`src/rtl/arm_pipe_pkg.sv`:
```
// rtl/arm_pipe_pkg.sv - shared constants and types for the ARM pipeline front end
//
// Purpose : datapath width, reset defaults and the packed IF/ID register layout
//           used by the fetch stage.
// Ports   : none (package)

package arm_pipe_pkg;

    localparam int XLEN = 32;

    localparam logic [XLEN-1:0] RESET_PC_DEFAULT  = 32'h0000_0000;
    localparam logic [XLEN-1:0] NOP_INSTR_DEFAULT = 32'h0000_0000;

    // Instructions are one word; the PC always advances by this amount.
    localparam logic [XLEN-1:0] PC_INCR = 32'd4;

    // Contents of the IF/ID pipeline register.
    typedef struct packed {
        logic [XLEN-1:0] instr;
        logic [XLEN-1:0] pcPlus4;
        logic            valid;
    } decode_reg_t;

endpackage

```
`src/rtl/flopenrc.sv`:
```
// rtl/flopenrc.sv - parameterised flop with enable and synchronous clear
//
// Purpose : generic pipeline register. reset and clear both load RESET_VAL;
//           otherwise the register loads d when en is high and holds when low.
// Ports   : clk   - clock, rising edge
//           reset - synchronous active-high reset
//           en    - load enable
//           clear - synchronous clear (same value as reset, beats en)
//           d     - next value
//           q     - registered value

module flopenrc #(
    parameter int               WIDTH     = 8,
    parameter logic [WIDTH-1:0] RESET_VAL = '0
) (
    input  logic             clk,
    input  logic             reset,
    input  logic             en,
    input  logic             clear,
    input  logic [WIDTH-1:0] d,
    output logic [WIDTH-1:0] q
);

    always_ff @(posedge clk) begin
        if (reset || clear) begin
            q <= RESET_VAL;
        end else if (en) begin
            q <= d;
        end
    end

endmodule

```
`src/rtl/fetch_stage.sv`:
```
// rtl/fetch_stage.sv - fetch stage and IF/ID register of the pipelined ARM core
//
// Purpose : holds the PC, drives the instruction-memory address and captures
//           the fetched word into the Decode-stage register.
// Ports   : clk, reset          - clock and synchronous active-high reset
//           StallF, StallD     - hold PC / hold Decode register
//           FlushD             - load a bubble into Decode (beats StallD)
//           BranchTakenE       - redirect to ALUResultE
//           PCSrcW             - redirect to ResultW (beats BranchTakenE)
//           PCF                - instruction-memory address
//           InstrF             - instruction-memory read data
//           InstrD, PCPlus4D   - registered instruction and its PC+4
//           PCPlus8D           - PCPlus4D + 4 (R15 read value)
//           ValidD             - InstrD is a real instruction, not a bubble

module fetch_stage
    import arm_pipe_pkg::*;
#(
    parameter logic [31:0] RESET_PC  = RESET_PC_DEFAULT,
    parameter logic [31:0] NOP_INSTR = NOP_INSTR_DEFAULT
) (
    input  logic        clk,
    input  logic        reset,
    input  logic        StallF,
    input  logic        StallD,
    input  logic        FlushD,
    input  logic        BranchTakenE,
    input  logic [31:0] ALUResultE,
    input  logic        PCSrcW,
    input  logic [31:0] ResultW,
    output logic [31:0] PCF,
    input  logic [31:0] InstrF,
    output logic [31:0] InstrD,
    output logic [31:0] PCPlus4D,
    output logic [31:0] PCPlus8D,
    output logic        ValidD
);

    localparam decode_reg_t DECODE_BUBBLE = '{
        instr:   NOP_INSTR,
        pcPlus4: '0,
        valid:   1'b0
    };

    logic [XLEN-1:0] pcPlus4F;
    logic [XLEN-1:0] pcNextF;
    logic            redirectF;
    logic            pcEn;
    decode_reg_t     decodeNext;
    decode_reg_t     decodeQ;

    assign pcPlus4F  = PCF + PC_INCR;
    assign redirectF = PCSrcW | BranchTakenE;

    // A Writeback write to R15 is older than a branch in Execute, so it wins.
    always_comb begin
        pcNextF = pcPlus4F;
        if (PCSrcW) begin
            pcNextF = ResultW;
        end else if (BranchTakenE) begin
            pcNextF = ALUResultE;
        end
    end

    // Redirects must never be lost to a fetch stall.
    assign pcEn = ~StallF | redirectF;

    flopenrc #(
        .WIDTH     (XLEN),
        .RESET_VAL (RESET_PC)
    ) u_pcReg (
        .clk   (clk),
        .reset (reset),
        .en    (pcEn),
        .clear (1'b0),
        .d     (pcNextF),
        .q     (PCF)
    );

    assign decodeNext = '{
        instr:   InstrF,
        pcPlus4: pcPlus4F,
        valid:   1'b1
    };

    flopenrc #(
        .WIDTH     ($bits(decode_reg_t)),
        .RESET_VAL (DECODE_BUBBLE)
    ) u_decodeReg (
        .clk   (clk),
        .reset (reset),
        .en    (~StallD),
        .clear (FlushD),
        .d     (decodeNext),
        .q     (decodeQ)
    );

    assign InstrD   = decodeQ.instr;
    assign PCPlus4D = decodeQ.pcPlus4;
    assign ValidD   = decodeQ.valid;
    assign PCPlus8D = decodeQ.pcPlus4 + PC_INCR;

endmodule

```
`config.mk`:
```
export PLATFORM = sky130hd
export DESIGN_NAME = fetch_stage
export DESIGN_NICKNAME = d
export VERILOG_FILES = /design/src/rtl/arm_pipe_pkg.sv /design/src/rtl/flopenrc.sv /design/src/rtl/fetch_stage.sv
export SDC_FILE = /design/constraint.sdc
export NUM_CORES = 1
export LEC_CHECK = 0
export ABC_AREA = 1
export CAP_MARGIN = 20
export CORE_MARGIN = 2
export CORE_UTILIZATION = 47
export CTS_BUF_LIST = sky130_fd_sc_hd__clkbuf_4
export CTS_CLUSTER_DIAMETER = 100
export DETAILED_ROUTE_END_ITERATION = 12
export PLACE_DENSITY = 0.95
export SYNTH_ARGS = -nofsm -noshare
export SYNTH_HDL_FRONTEND = slang
export SYNTH_HIERARCHICAL = 1
export SYNTH_SLANG_ARGS = --single-unit
```
`constraint.sdc`:
```
create_clock -name clk -period 2.12 [get_ports clk]
set_input_delay 0.424 -clock clk [delete_from_list [all_inputs] [get_ports clk]]
set_output_delay 0.424 -clock clk [all_outputs]
set_load 0.02 [all_outputs]
```
==> results of run 1 <==
flip-flops by register name (all words and copies together), names as in the netlist:
signal	flops
u_decodeReg/q	65
u_pcReg/q	32
cell type report:
class / count / area, um2 / area share (%)
multi-input cells: 853 / 4143 / 40.79
repair buffers: 317 / 3085 / 30.38
flip-flops and latches: 97 / 2007 / 19.76
inverters: 146 / 556.8 / 5.482
well taps: 176 / 220.2 / 2.168
clock inverters: 7 / 73.82 / 0.7269
clock buffers: 9 / 67.56 / 0.6653
diodes: 1 / 2.502 / 0.02464
worst max-delay path: stages, from the launching register on:
cell,delay (ns)
dfxtp_4,0.41
nand2_4,0.12
nor2_4,0.15
nand4_1,0.34
nor2_4,0.34
nand2_1,0.10
xor2_1,0.21
buf_4,0.18
layout by cell type, fill, tap and decap left out, types with 2 or more instances in the layout:
master,count
conb_1,2
nand3_1,33
or2_1,2
o21ai_1,8
nor3_4,4
nand4_1,8
xnor2_2,8
inv_6,3
nor2_4,26
inv_2,7
nand2_4,11
buf_4,81
xor2_1,11
xnor2_1,8
clkdlybuf4s50_1,178
xor2_2,5
nand3_4,4
buf_12,6
nand2_2,14
nor2_2,9
inv_4,3
dfxtp_2,22
clkbuf_4,9
clkinv_8,2
nor3_2,4
buf_2,2
clkinvlp_4,2
dlymetal6s2s_1,19
nor2_1,276
nand3_2,5
inv_1,135
dfxtp_4,10
dfxtp_1,65
buf_6,23
nand3b_1,4
a21oi_1,22
dlygate4sd2_1,6
nand2_1,372
and2_1,2
o21ai_0,10
how the worst min path moves through the flow:
stage,end,slack (ns),from,depth (start not counted)
floorplan,u_decodeReg/q[63],0.54,u_decodeReg/q[63],2
global route,u_decodeReg/q[43],0.50,InstrF[10],5
CTS,u_decodeReg/q[55],0.46,InstrF[22],5
finish,u_decodeReg/q[37],0.48,u_decodeReg/q[37],2
global placement,u_decodeReg/q[55],0.46,u_decodeReg/q[55],2
detailed placement,u_decodeReg/q[54],0.46,u_decodeReg/q[54],2
metal layers:
metal | share of wire, % | global-route usage [%]
met5 | 0.059 | 0
met4 | 7.3 | 13.81
met3 | 11 | 6.673
met2 | 46 | 52.49
met1 | 36 | 38.61
kinds of logic (layout without fill, tap and decap cells):
kind of cell    count (synthesis)  in the layout  synth area share (%)
simple gates                  777            777                 48.74
buf+inv                       193            479                 13.12
flops                          97             97                 30.17
compound gates                 40             40                 3.111
xor+xnor                       32             32                 4.354
fa+ha+maj                       2              2                0.3887
other cells                     2              3                0.1167
power groups by stage:
| stage | Sequential (mW) | Clock (mW) | Combinational (mW) |
|---|---|---|---|
| 2_1_floorplan | 2.12 | 0 | 0.493 |
| 3_3_place_gp | 2.02 | 0 | 1.11 |
| 3_5_place_dp | 2.03 | 0 | 1.14 |
| 4_1_cts | 1.99 | 1.00 | 1.15 |
| 5_1_grt | 2.01 | 1.08 | 1.30 |
| 6_report | 2.00 | 0.995 | 1.21 |
timing repair:
action	in CTS	in global routing
pin swaps	27	39
endpoints found under the setup margin	38	50
resized for setup	251	99
setup buffers	9	11
endpoints found under the hold margin	0	0
metrics by stage:
stage	util (%)	instance area, um2	worst slack, ns	setup TNS, ns
6_report	76.39	10160	-0.6946	-7.723
5_1_grt	76.39	10160	-0.7544	-9.675
4_1_cts	73.40	9759	-0.2635	-4.159
3_5_place_dp	69.90	9294	-0.2770	-3.221
3_3_place_gp	69.90	9294	-0.1435	-1.416
2_1_floorplan	-	6444	0.04617	0
==> impl_metrics.ini, run 1 <==
[pwr]
power.total_mw = 4.205
switching_power_mw = 1.466
ir_drop_uv = 251.0
p_clk_share_pct = 23.7
powerDensity_nw_per_um2 = 414.0
p_int_mw = 2.739
swShare_pct = 34.85
pwr-share-comb_pct = 28.7
p_leak_nw = 5.220
seqPwrFrac_pct = 47.6

[critical_path]
timing.rr.end = u_pcReg/q[15]
r2r_slack_ns = 0.28
start_kind = register
rr_worst_depth = 12
r2r-start = u_pcReg/q[13]
crit_type = reg2out
cp-end-kind = primary output
cp-endpoint = PCPlus8D[27]
required_ns = 1.70
crit_arrival_ns = 2.39
cp_max_fo = 4
crit_start = u_decodeReg/q[11]

[grt]
grt_pass1_vias = 7383
grt_max_degree = 66
grtUsageTotal_pct = 31.34
antenna_found_initial = 2
grt_overflow = 0
grt_pass1_wl_um = 36410

[drt]
routed_via_density = 5.158
route.vias.total = 8283
wire_per_inst_um = 16.92
drcViolationCount = 0
routed_wl_um = 27170
dr.first_iter.drc_count = 1007
firstDrtPassIters = 8
drtAntennaViolNets = 0

[floorplanning]
die_w_um = 121.0
rows = 42
fp.coreArea_um2 = 13300
die-height_um = 121.0
start_util_pct = 48.41
io_pins = 232
dieArea_um2 = 14650

[cells_and_area]
area_growth_pct = 57.80
nets = 1529
instances_no_fill = 1606
nFillCells = 889
drive_gt1_share_pct = 18.54

[sta]
fin_crit_ns = 2.815
fin_crit_sh_pct = 132.8
rsz0062_at_grt = yes
setup_viol = 26
setup_ws_ns = -0.6946
whs_ns = 0.4785
finalHoldViolCount = 0
max_freq_mhz = 355.3
slew_viol_final = 0
finClkSkew_ns = 0.02830

[logic_synthesis]
syn_inst = 1143
synth.avg_cell_area_um2 = 5.631
synth_top_area_share_pct = 30.17
synthTopCellsByCount = 390 x nand2_1, 297 x nor2_1, 145 x inv_1
synth_edf_count = 0
synth_top_area_cell = dfxtp_1
yosysMostFrequentCell = nand2_1
synth_seq_area_share_pct = 30.17
synth-seq-cells = 97
netlist_area_um2 = 6436
synth_flop_cell = dfxtp_1
ys_warn_count = 6
synthArstFlopShare_pct = 0
synth_cell_type_count = 30
syn-num-nets = 1248
synthTopCellsByArea = dfxtp_1 30%, nand2_1 23%, nor2_1 17%

[cts]
clock_sink_count = 97
ctsHoldBuffers = 0
clock_path_buffers = 2
cts-buffers-inserted = 9
clk_pin_slew_ns = 0.18
cts_tree = done
clockRootBuffer = clkbuf_4
insertion_delay_ns = 0.52
htreeDepth = 3

[placement]
dp_hpwl_um = 16140
gp_congestion = 1.041
portBuffers = 231
dp_cells = 1573

[status]
outcome = complete, but fails checks
violations = setup timing

[run]
cap_violations = 0

[min_path]
holdCritPathClass = reg2reg
Note: power is estimated with default switching activity, not from simulation.
==> run 2, diff against run 1 <==
- CORE_MARGIN: 2 -> unset
==> run 2 against run 1 <==
The run still ends with setup timing left; core utilization fell by 0.71 points; critical endpoint is now PCPlus8D[31]; total power rose by 1.9%; highest routed layer is now met4; global-route usage fell by 1.0 points.
==> impl_metrics.ini, run 2 (synthesis results as in run 1) <==
[status]
outcome = complete, but fails checks
violations = setup timing

[cells_and_area]
final_cell_mix = 371 x nand2_1, 276 x nor2_1, 188 x clkdlybuf4s50_1, 135 x inv_1, 91 x buf_4
drive_gt1_share_pct = 18.07
final_common_cell = nand2_1
nets = 1528
area_growth_pct = 56.34
top_regs = u_decodeReg/q: 65 flops, u_pcReg/q: 32 flops
largest_reg_flops = 65
final_util_pct = 75.68
regMostFlops = u_decodeReg/q

[grt]
grt_pass1_wl_um = 34740
grtUsageTotal_pct = 30.32
antenna_found_initial = 1
grt_max_degree = 69
grt_pass1_vias = 7222
grt_overflow = 0

[drt]
wire_per_inst_um = 15.65
dr.first_iter.drc_count = 759
firstDrtPassIters = 6
drtAntennaViolNets = 0
route.vias.total = 8205
routed_wl_um = 25110
routed_via_density = 5.112
drcViolationCount = 0

[floorplanning]
die-height_um = 119.0
die_w_um = 119.0
fp.coreArea_um2 = 13300
io_pins = 232
rows = 42
dieArea_um2 = 14170
start_util_pct = 48.41

[critical_path]
crit_top_cell = nand2_1
cp_max_fo = 4
max_stage_delay_ns = 0.40
cp-end-kind = primary output
crit_arrival_ns = 2.17
required_ns = 1.70
start_kind = register
crit_type = reg2out
r2r_slack_ns = 0.25
crit_family = simple AND/OR/NAND/NOR gates
worstPathCellList = inv_1 > nor3_1 > nand4_1 > nor2_2 > nand2_1 > nand2_1 > nand2_1 > clkdlybuf4s15_2
crit_path_top_delay_cell = dfxtp_2
critPathBufInv = 2

[cts]
clk_pin_slew_ns = 0.17
clock_path_buffers = 2
clockRootBuffer = clkbuf_4
cts_tree = done
cts-buffers-inserted = 9
clock_sink_count = 97
insertion_delay_ns = 0.47
htreeDepth = 3

[placement]
dp_hpwl_um = 15890
pre_cts_ws_ns = -0.3107
portBuffers = 231
gp_congestion = 1.029

[sta]
setup_tns_ns = -6.154
finClkSkew_ns = 0.02259
whs_ns = 0.4852
max_freq_mhz = 385.9
rsz0062_at_grt = yes
slew_viol_final = 0
fin_crit_ns = 2.591
setup_ws_ns = -0.4714
finalHoldViolCount = 0
setup_viol = 26
fin_crit_sh_pct = 122.2

[pwr]
p_leak_nw = 4.963
powerDensity_nw_per_um2 = 425.7
ir_drop_uv = 243.6
power.total_mw = 4.283

[run]
cap_violations = 0

[min_path]
holdCritPathClass = reg2reg
-- run 2: changes by cell type in the layout (fill, tap and decap cells not counted), moves of 5 or more --
cell	change
buf_6	-12
buf_4	+10
clkdlybuf4s50_1	+10
dlymetal6s2s_1	-9
nand2_2	+6
nand2_4	-6
nor2_2	+5
nor2_4	-5
-- run 2: where the power goes --
| group | internal (mW) | switching, mW | leakage [nW] | total [mW] |
|---|---|---|---|---|
| sequential | 1.90 | 0.0991 | 0.809 | 2.00 |
| combinational | 0.564 | 0.620 | 4.07 | 1.18 |
| clock | 0.396 | 0.705 | 0.0849 | 1.10 |
| total | 2.86 | 1.42 | 4.96 | 4.28 |
-- run 2: layer usage --
layer	up-vias	GRT usage, %	routed length, um
met5	-	0	0
met4	0	14.16	1259
met3	114	5.556	2198
met2	539	51.56	12110
met1	3594	36.85	9551
li1	3958	-	-
-- run 2: through the flow --
step                      cells  instance area (um2)
after detailed placement   1572                 9286
after CTS                  1593                 9648
after global routing       1605                10060
final                      1605                10060
after floorplan            1143                 6444
after global placement     1572                 9286
-- run 2: final timing paths --
kind	to	start	cells past startpoint
setup reg to reg	u_pcReg/q[18]	u_pcReg/q[2]	12
hold reg to reg	u_decodeReg/q[36]	u_decodeReg/q[36]	2
setup / recovery	PCPlus8D[31]	u_decodeReg/q[28]	8
hold / removal	u_decodeReg/q[36]	u_decodeReg/q[36]	2
-- run 2: worst register-to-register path: stages (launching register included) --
cell and delay, ns:
dfxtp_2 0.39, ha_1 0.21, nand2_1 0.08, nor2_2 0.15, nand2_2 0.15, o21ai_0 0.21
nand2_1 0.15, o21ai_1 0.16, nand2_1 0.06, inv_1 0.05, nand2_1 0.04, nand2_1 0.07
nor2_1 0.05
-- run 2: final cells by class --
type                    count  area (um2)
repair buffers            316        3025
well taps                 176       220.2
inverters                 146       556.8
clock inverters             7       96.34
fillers                   925        3233
multi-input cells         853        4090
flip-flops and latches     97        2003
diodes                      1       2.502
clock buffers               9       67.56
-- run 2: repair_timing --
item / CTS / global route
pin swaps: 22 / 31
buffers inserted: 7 / 12
hold buffers: 0 / 0
resized for setup: 216 / 97
setup endpoints to repair: 32 / 36
==> run 3, diff against run 2 <==
- CORE_UTILIZATION: 47 -> 30
- CTS_CLUSTER_DIAMETER: 100 -> unset
- PLACE_DENSITY: 0.95 -> 0.68
==> run 3 against run 2 <==
The flow still finishes with violations (setup timing); total power fell by 3.6%; final area fell by 0.70%; critical path depth rose by 1; setup slack improved by 0.22 ns; sequential cell count did not move; highest routed layer unchanged; clock skew fell by 0.0042 ns; register-to-register slack improved by 0.02 ns; critical endpoint is now PCPlus8D[20].
==> impl_metrics.ini, run 3 (synthesis results as in run 1) <==
[critical_path]
cp-end-kind = primary output
start_kind = register
crit_type = reg2out
crit_path_top_delay_cell = dfxtp_2
required_ns = 1.70
worstPathCellList = ha_4 > nand3_4 > nor2_4 > nand2_4 > nor2_4 > nand2_4 > nor2_4 > xor2_2 > buf_6
crit_family = simple AND/OR/NAND/NOR gates
cp_max_fo = 3
critPathBufInv = 1
max_stage_delay_ns = 0.39
crit_top_cell = nor2_4
crit_arrival_ns = 1.95

[pwr]
seqPwrFrac_pct = 48.3
swShare_pct = 34.17
pwr-share-comb_pct = 27.5
p_clk_share_pct = 24.2
switching_power_mw = 1.411
ir_drop_uv = 192.6
powerDensity_nw_per_um2 = 413.3
p_leak_nw = 4.995
p_int_mw = 2.718

[drt]
firstDrtPassIters = 5
drcViolationCount = 0
drtAntennaViolNets = 0
wire_per_inst_um = 12.78
routed_via_density = 4.242
dr.first_iter.drc_count = 448
routed_wl_um = 21780
route.vias.total = 7232

[cts]
insertion_delay_ns = 0.50
clockRootBuffer = clkbuf_4
htreeDepth = 3
clock_sink_count = 97
cts-buffers-inserted = 9
clk_pin_slew_ns = 0.16
cts_tree = done
clock_path_buffers = 2

[sta]
finClkSkew_ns = 0.01835
setup_viol = 23
fin_crit_sh_pct = 111.8
setup_ws_ns = -0.2510
rsz0062_at_grt = yes
slew_viol_final = 0
max_freq_mhz = 421.8
fin_crit_ns = 2.371
finalHoldViolCount = 0

[grt]
grt_overflow = 0
grt_pass1_wl_um = 33780
grt_pass1_vias = 6597
antenna_found_initial = 1
grt_max_degree = 65
grtUsageTotal_pct = 19.34

[floorplanning]
rows = 53
die-height_um = 148.5
dieArea_um2 = 22040
start_util_pct = 30.62
io_pins = 232
fp.coreArea_um2 = 21020
die_w_um = 148.5

[placement]
place_area_um2 = 9453
gp_congestion = 0.9078
pre_cts_ws_ns = -0.2152
dp_hpwl_um = 16630
portBuffers = 231

[cells_and_area]
final_util_pct = 47.53
final_cell_area_um2 = 9992
drive_gt1_share_pct = 17.63
nFillCells = 2205
seq_area_um2 = 2002
largest_reg_flops = 65
final_common_cell = nand2_1
top_regs = u_decodeReg/q: 65 flops, u_pcReg/q: 32 flops
final_cell_mix = 377 x nand2_1, 278 x nor2_1, 176 x clkdlybuf4s50_1, 136 x inv_1, 101 x buf_4
nets = 1529
area_growth_pct = 55.25
regMostFlops = u_decodeReg/q
multi_input_area_um2 = 3985

[run]
cap_violations = 0

[min_path]
holdCritPathClass = reg2reg

[status]
outcome = complete, but fails checks
violations = setup timing
[run 3: cell count changes in the layout (fill, tap and decap cells not counted), sizes merged]
cell | before | now
clkdlybuf4s50 | 188 | 176
clkinv | 3 | 2
clkdlybuf4s15 | 2 | 0
bufinv | 1 | 0
clkbuf | 10 | 9
dlymetal6s2s | 10 | 14
clkinvlp | 1 | 2
buf | 111 | 116
inv | 148 | 149
dlygate4sd2 | 4 | 11
[run 3: final timing paths]
check / startpoint / slack, ns / to / cells past startpoint
setup / recovery: u_decodeReg/q[4] / -0.25 / PCPlus8D[20] / 9
hold / removal: u_decodeReg/q[51] / 0.48 / u_decodeReg/q[51] / 2
setup reg to reg: u_pcReg/q[2] / 0.27 / u_pcReg/q[14] / 13
hold reg to reg: u_decodeReg/q[51] / 0.48 / u_decodeReg/q[51] / 2
[run 3: repair_timing]
action | 4_1_cts | 5_1_grt
cloned | 0 | 0
endpoints found under the hold margin | 0 | 0
pin swaps | 9 | 26
gates resized for setup | 212 | 88
hold buffers | 0 | 0
setup endpoints to repair | 46 | 44
buffers inserted | 6 | 4
[run 3: per-stage QoR]
step | std cells | TNS (ns) | total power, mW | hold WS, ns
2_1_floorplan | 1143 | 0 | 2.613 | 0.5438
3_3_place_gp | 1679 | -1.352 | 3.163 | 0.4574
3_5_place_dp | 1679 | -2.097 | 3.174 | 0.4616
4_1_cts | 1701 | -4.370 | 4.175 | 0.4426
5_1_grt | 1705 | -5.343 | 4.367 | 0.4893
6_report | 1705 | -2.829 | 4.129 | 0.4806
[run 3: worst reg2reg max path: cells and delay by family (launching register included)]
kind	cells	cell delay, ns
fa+ha+maj	1	0.22
buf+inv	1	0.05
simple gates	10	1.00
flops	1	0.41
compound gates	1	0.12
[run 3: cell type report]
cell class / instances / share of cell area [%]
antenna: 1 / 0.02504
clock buffer: 9 / 0.6762
clock inverter: 7 / 0.6011
inverter: 146 / 5.522
multi-input combinational: 853 / 39.88
sequential: 97 / 20.04
tap: 275 / 3.444
timing repair buffer: 317 / 29.81
[run 3: per-layer routing]
| metal | share of wire (%) | GRT usage [%] |
|---|---|---|
| met5 | 0 | 0 |
| met4 | 2.2 | 7.423 |
| met3 | 5.1 | 2.822 |
| met2 | 45 | 30.98 |
| met1 | 48 | 26.07 |
[run 3: power groups by stage]
| stage | logic [mW] | clock network [mW] | registers, mW |
|---|---|---|---|
| floorplan | 0.493 | 0 | 2.12 |
| global placement | 1.14 | 0 | 2.03 |
| detailed placement | 1.14 | 0 | 2.03 |
| CTS | 1.14 | 1.05 | 1.99 |
| global route | 1.26 | 1.10 | 2.01 |
| finish | 1.14 | 0.998 | 1.99 |
